### src/rtl/motor_ramp_sequencer.sv
// motor_ramp_sequencer: tick-driven soft-start ramp for the motor drive.
// Steps the drive level 30 % -> 50 % -> 100 % with a mode-dependent dwell
// per stage, graded ramp-down on stop, and a latched emergency-stop fault.
// Optional feature macro: RAMP_DOWN_EN (graded ramp-down through DN50/DN30;
// when undefined, stop returns straight to IDLE).
module motor_ramp_sequencer #(
    parameter int unsigned TICK_DIV   = 100000000,
    parameter int unsigned FAST_DWELL = 2,
    parameter int unsigned SLOW_DWELL = 5
) (
    input  logic clk,
    input  logic reset,
    input  logic start,
    input  logic stop,
    input  logic fast,
    input  logic slow,
    input  logic estop,
    output logic out_30,
    output logic out_50,
    output logic out_100,
    output logic busy,
    output logic fault
);

    localparam int unsigned PRE_W = $clog2(TICK_DIV);

    typedef enum logic [2:0] {
        IDLE   = 3'd0,
        UP30   = 3'd1,
        UP50   = 3'd2,
        RUN100 = 3'd3,
        DN50   = 3'd4,
        DN30   = 3'd5,
        FAULT  = 3'd6
    } state_t;

    state_t             state_q, state_d;
    logic               mode_fast_q, mode_fast_d;
    logic [PRE_W-1:0]   pre_q, pre_d;
    logic [7:0]         dwell_q, dwell_d;

    logic               tick;
    logic               stage_end;
    logic               timed_stage;
    logic [7:0]         dwell_len;

    // Prescaler wrap and end-of-stage detection for the latched mode.
    assign tick      = (pre_q == PRE_W'(TICK_DIV - 1));
    assign dwell_len = mode_fast_q ? 8'(FAST_DWELL) : 8'(SLOW_DWELL);
    assign stage_end = tick && (dwell_q == dwell_len - 8'd1);

    // State, latched mode and counters; reset drops everything to IDLE at once.
    always_ff @(posedge clk or posedge reset) begin
        if (reset) begin
            // NOTE: sequential state uses non-blocking assignments so every
            // register samples the pre-edge values of its neighbours.
            state_q     <= IDLE;
            mode_fast_q <= 1'b1;
            pre_q       <= '0;
            dwell_q     <= '0;
        end else begin
            state_q     <= state_d;
            mode_fast_q <= mode_fast_d;
            pre_q       <= pre_d;
            dwell_q     <= dwell_d;
        end
    end

    // Next-state logic: estop > stop > start, then dwell expiry.
    always_comb begin
        // NOTE: defaults first so no path leaves a variable unassigned,
        // which would otherwise infer a latch.
        state_d     = state_q;
        mode_fast_d = mode_fast_q;
        if (estop) begin
            state_d = FAULT;
        end else begin
            case (state_q)
                IDLE: begin
                    if (start && !stop && (fast ^ slow)) begin
                        state_d     = UP30;
                        mode_fast_d = fast;
                    end
                end
                UP30: begin
                    if (stop)           state_d = IDLE;
                    else if (stage_end) state_d = UP50;
                end
`ifdef RAMP_DOWN_EN
                UP50: begin
                    if (stop)           state_d = DN30;
                    else if (stage_end) state_d = RUN100;
                end
                RUN100: begin
                    if (stop)           state_d = DN50;
                end
                DN50: begin
                    if (stage_end)      state_d = DN30;
                end
                DN30: begin
                    if (stage_end)      state_d = IDLE;
                end
`else
                UP50: begin
                    if (stop)           state_d = IDLE;
                    else if (stage_end) state_d = RUN100;
                end
                RUN100: begin
                    if (stop)           state_d = IDLE;
                end
`endif
                FAULT: begin
                    if (stop)           state_d = IDLE;
                end
                default:                state_d = IDLE;
            endcase
        end
    end

    // Dwell timing runs only inside timed stages and restarts on every transition.
    always_comb begin
        timed_stage = (state_q == UP30) || (state_q == UP50)
`ifdef RAMP_DOWN_EN
                   || (state_q == DN50) || (state_q == DN30)
`endif
                   ;
        pre_d   = '0;
        dwell_d = '0;
        if (timed_stage && (state_d == state_q)) begin
            pre_d   = tick ? '0 : pre_q + PRE_W'(1);
            dwell_d = tick ? dwell_q + 8'd1 : dwell_q;
        end
    end

    // Output decode straight from the state register.
    always_comb begin
        out_30  = (state_q == UP30);
        out_50  = (state_q == UP50);
`ifdef RAMP_DOWN_EN
        out_30  = out_30 || (state_q == DN30);
        out_50  = out_50 || (state_q == DN50);
`endif
        out_100 = (state_q == RUN100);
        busy    = (state_q != IDLE) && (state_q != FAULT);
        fault   = (state_q == FAULT);
    end

endmodule

### config.mk
export PLATFORM = sky130hd
export DESIGN_NAME = motor_ramp_sequencer
export DESIGN_NICKNAME = d
export VERILOG_FILES = /design/src/rtl/motor_ramp_sequencer.sv
export SDC_FILE = /design/constraint.sdc
export NUM_CORES = 1
export LEC_CHECK = 0
export CAP_MARGIN = 20
export CELL_PAD_IN_SITES_DETAIL_PLACEMENT = 0
export CELL_PAD_IN_SITES_GLOBAL_PLACEMENT = 2
export CORE_MARGIN = 5
export CORE_UTILIZATION = 40
export CTS_BUF_LIST = sky130_fd_sc_hd__clkbuf_2
export CTS_CLUSTER_DIAMETER = 40
export DETAILED_ROUTE_END_ITERATION = 12
export GPL_TIMING_DRIVEN = 0
export PLACE_DENSITY = 0.87
export SKIP_LAST_GASP = 1
export SLEW_MARGIN = 20
export SYNTH_ARGS = -nofsm -noshare
export SYNTH_HDL_FRONTEND = slang
export SYNTH_SLANG_ARGS = --single-unit
export TNS_END_PERCENT = 20
### constraint.sdc
create_clock -name clk -period 4.1 [get_ports clk]
set_input_delay 0.82 -clock clk [delete_from_list [all_inputs] [get_ports clk]]
set_output_delay 0.82 -clock clk [all_outputs]
set_load 0.05 [all_outputs]
Word-level counts from Yosys, hierarchy flattened
Index checks and enable logic that the tools add are counted.

Reduce and logical (&&, ||, !) cells: 11. Bitwise gates (word level): 2. Add/subtract/negate cells: 3. Multiplexer cells: 13. Eq/ne operators: 9.

Operators by type and width (count): $mux 27 (2); $add 27x1->27 const B (1); $eq 27x27->1 const B (1); $mux 3 (8); $mux 8 (2); $pmux 3 s4 (1); $add 8x1->8 const B (1); $eq 8x8->1 (1); $eq 3x2->1 const B (2); $logic_and 1x1->1 (5); $sub 3x1->4 const B (1); $eq 3x1->1 const B (1); $eq 3x3->1 (1); $eq 3x3->1 const B (1); $logic_not 3->1 (1); $ne 3x3->1 const B (1); $reduce_and 3->1 (1); $reduce_bool 3->1 (1); $ne 2x2->1 const B (1); $reduce_or 2->1 (1); $logic_not 1->1 (1); $logic_or 1x1->1 (1); $not 1->1 (1); $xor 1x1->1 (1).

Register bits: 39. Output and inout bits: 5. Bits of input ports: 7.

Logic depth before layout (Yosys ltp)
Word-level depth: 11. Gate-level depth with buffers: 9. Depth with buffers taken out: 6.

Worst setup path after synthesis
OpenSTA, ideal clock, no wires.

Path kind: register to output. Start: register state_q[1]. End: output port out_50. Data arrival time: 1744 ps. Data required time: 3280 ps. Slack: 1536 ps. Stages on the path, launching flop included: 3. Cells stage by stage: dfrtp_1 clkbuf_1 nor3b_1.

Cells in the longest elaborated chain, start to end: 1.

RTL lines: start: declaration (RTL line 37) `state_t state_q, state_d;`; start signal: assignment (RTL line 62) `state_q <= state_d;`; $eq 3x2->1 (RTL line 138) `out_50 = (state_q == UP50);`; end: declaration (RTL line 19) `output logic out_50,`.

No other way between the ends.

Worst setup path in the final report
Same ends and word-level chain as after synthesis.

==> metrics <==
Cell variety after synth=43; depth of the CTS H-tree=2; Port Buf Inserts=11; Least-Margin Pin Slew=0.921 ns; switching share of power=26.2%; Syn Inst Count=220; first-pass GRT wire length=7.36 mm; CP endpoint kind=output port; insertion delay to the later sink of the worst-skew pair=0.40 ns; synthesized area per cell=9.55 sq um; Top delay family on crit path=buffers and inverters; Worst path slowest cell=clkdlybuf4s50_1; type of origin of the critical path=flip-flop; CTS hold repair buffers=0; Critical Path Max Stage Delay=0.83 ns; vias in the first global route=1566; IO Pins=12; Final Skew=0.0253 ns; Syn-to-layout area delta=12.2%; post-CTS sizing=0; worst hold slack=0.503 ns; die footprint=6800 sq um; # diodes=0; WP buf/inv=2; status=finished, final reports clean; Main synth FF type=dfrtp_1; Starting DRT DRC Count=57; sequential-to-total area share from yosys stat=46.5%; Slew Limit Fails=0; setup TNS=0 ns; Tcrit/Tclk final=71.7%; CP Max Fanout=9; die width=82.5 microns; largest net degree at the start of global routing=25; layout cells sized above 1=9.58%; internal power=0.000452 W; Mapped Nets=229; Yosys warning total=0; RSZ-0062 raised after global routing=false; WS Path Type=reg -> out; routed vias=1581; Peak VDD IR=142 uV; clk sink count=39; post-synthesis cell area=2100 sq um; Clk pwr share=27.4%; FFs w/ async S/R, synth=100%; Final ANT Viol Nets=0; detailed placement HPWL=3.07 mm; final count of hold timing violations=0; Setup-failing EPs final=0; #FFs+latches synth=39; wire per inst=13.5 microns; Max Clock Freq=0.340 GHz; post-route insts no fill=310; final WL=4.20 mm; Initial Util=41.2%; Critical Path, Cell by Cell=clkbuf_1, nor3b_1, clkdlybuf4s50_1; CTS tree=yes; leakage power=0.906 nW; PD cells=260 nW/um^2; All-Layer GR Usage=14.3%; Core Region=5110 sq um; num rows=26; CTS Root Cell=clkbuf_2; Psw=0.000161 W; Core Util, Final=46.2%; Final GP Congestion=0.757; Cells after DPL=302; nets=248; drt pass-1 iters=4; total CTS buffers=5; Die H=82.5 microns; PnR Total Power=0.000613 W; Clock Tree Buf Depth=2; Period minus WS final=2.94 ns; Max-Cap Viols=0; Vias/cell=5.10; grt total ovfl=0; EDFF count, synth=0; Slew headroom=38.1%; critical path arrival=2.12 ns; antenna violations before repair=0; DRC=0; Critical Path RT=3.28 ns; Post-CTS Repair Setup Buffers=0; clock-pin slew on the worst setup and hold paths=0.21 ns; Seq pwr share=64.1%; Hold Crit Class=reg -> reg; Comb power frac=8.4%
-- power by group through the flow --
| stage | logic, W | clock network, W | registers (W) |
|---|---|---|---|
| floorplan | 0.0000322 | 0 | 0.000399 |
| detailed placement | 0.0000533 | 0 | 0.000400 |
| global placement | 0.0000505 | 0 | 0.000400 |
| global route | 0.0000570 | 0.000197 | 0.000394 |
| finish | 0.0000518 | 0.000168 | 0.000393 |
| CTS | 0.0000534 | 0.000177 | 0.000394 |
-- worst register-to-register path: stages (launching register included) --
cell	delay, ns
dfrtp_1	0.43
ha_1	0.23
and3_1	0.17
buf_4	0.17
nand2_4	0.07
nor4_1	0.79
a21boi_0	0.20
o31a_1	0.32
-- through the flow --
step,cell area [sq um],setup slack (ns)
finish,2360,1.16
floorplan,2100,1.54
CTS,2360,1.14
detailed placement,2320,1.58
global route,2360,1.00
global placement,2300,1.49
-- cell type report --
type / instances / area (sq um)
buffer: 7 / 33.8
clock buffer: 6 / 30.0
clock inverter: 2 / 8.76
fill: 528 / 2750
inverter: 5 / 18.8
multi-input combinational: 169 / 1070
sequential: 39 / 977
tap: 70 / 87.6
timing repair buffer: 12 / 130
-- Yosys cell counts, types with 2 or more instances --
master	n	area, sq um
a21o_1	2	15.0
a21oi_1	6	30.0
and3_1	6	37.5
and3b_1	2	17.5
and4_1	3	26.3
buf_2	2	10.0
clkbuf_1	3	11.3
dfrtp_1	38	951
ha_1	2	25.0
inv_1	5	18.8
nand2_1	16	60.1
nand3_1	13	65.1
nand4_1	14	87.6
nor2_1	36	135
nor3_1	6	30.0
nor3b_1	3	22.5
nor4_1	3	18.8
o21ai_0	2	10.0
or3_1	3	18.8
or4_1	4	30.0
xnor2_1	14	123
xor2_1	16	140
-- per-layer routing --
layer | routed length, microns | vias to the layer above | track usage [%] | part of all wire (%)
met5 | 0 | - | 0 | 0
met4 | 85 | 0 | 5.56 | 2.0
met3 | 128 | 9 | 3.69 | 3.0
met2 | 1920 | 16 | 22.7 | 46
met1 | 2060 | 748 | 18.6 | 49
li1 | - | 808 | - | -
-- cells in the final DEF (no fill, tap or decap), types with 4 or more instances in the layout --
cell type / instances
a21oi_1: 6
and3_1: 6
clkbuf_2: 7
clkdlybuf4s50_1: 11
dfrtp_1: 38
inv_1: 4
nand2_1: 16
nand3_1: 13
nand4_1: 14
nor2_1: 36
nor3_1: 6
or4_1: 4
xnor2_1: 14
xor2_1: 16
-- final timing paths --
check,startpoint,to,slack (ns),depth (start not counted)
min in group asynchronous,reset,pre_q[5]$_DFF_PP0_,0.67,2
max reg2reg,pre_q[0]$_DFF_PP0_,state_q[0]$_DFF_PP0_,1.62,7
min reg2reg,pre_q[0]$_DFF_PP0_,pre_q[0]$_DFF_PP0_,0.50,1
max,state_q[1]$_DFF_PP0_,out_50,1.16,3
max in group asynchronous,reset,pre_q[24]$_DFF_PP0_,2.96,3
min,pre_q[0]$_DFF_PP0_,pre_q[0]$_DFF_PP0_,0.50,1
-- flip-flops by register name, summed over array words and instances, names as in the netlist --
signal / count
mode_fast_q: 1
dwell_q: 8
state_q: 3
pre_q: 27
-- cells by family after synthesis --
kind of cell             Yosys count  share of synthesized area, %
multiplexers                       2                          1.01
adder cells (fa/ha/maj)            2                          1.19
XOR/XNOR                          30                          12.5
buffers and inverters             12                          2.50
AO/OA/AOI/OAI                     15                          4.88
AND/OR/NAND/NOR                  120                          31.4
flip-flops                        39                          46.5
No activity file was read; power rests on OpenSTA's default activity.
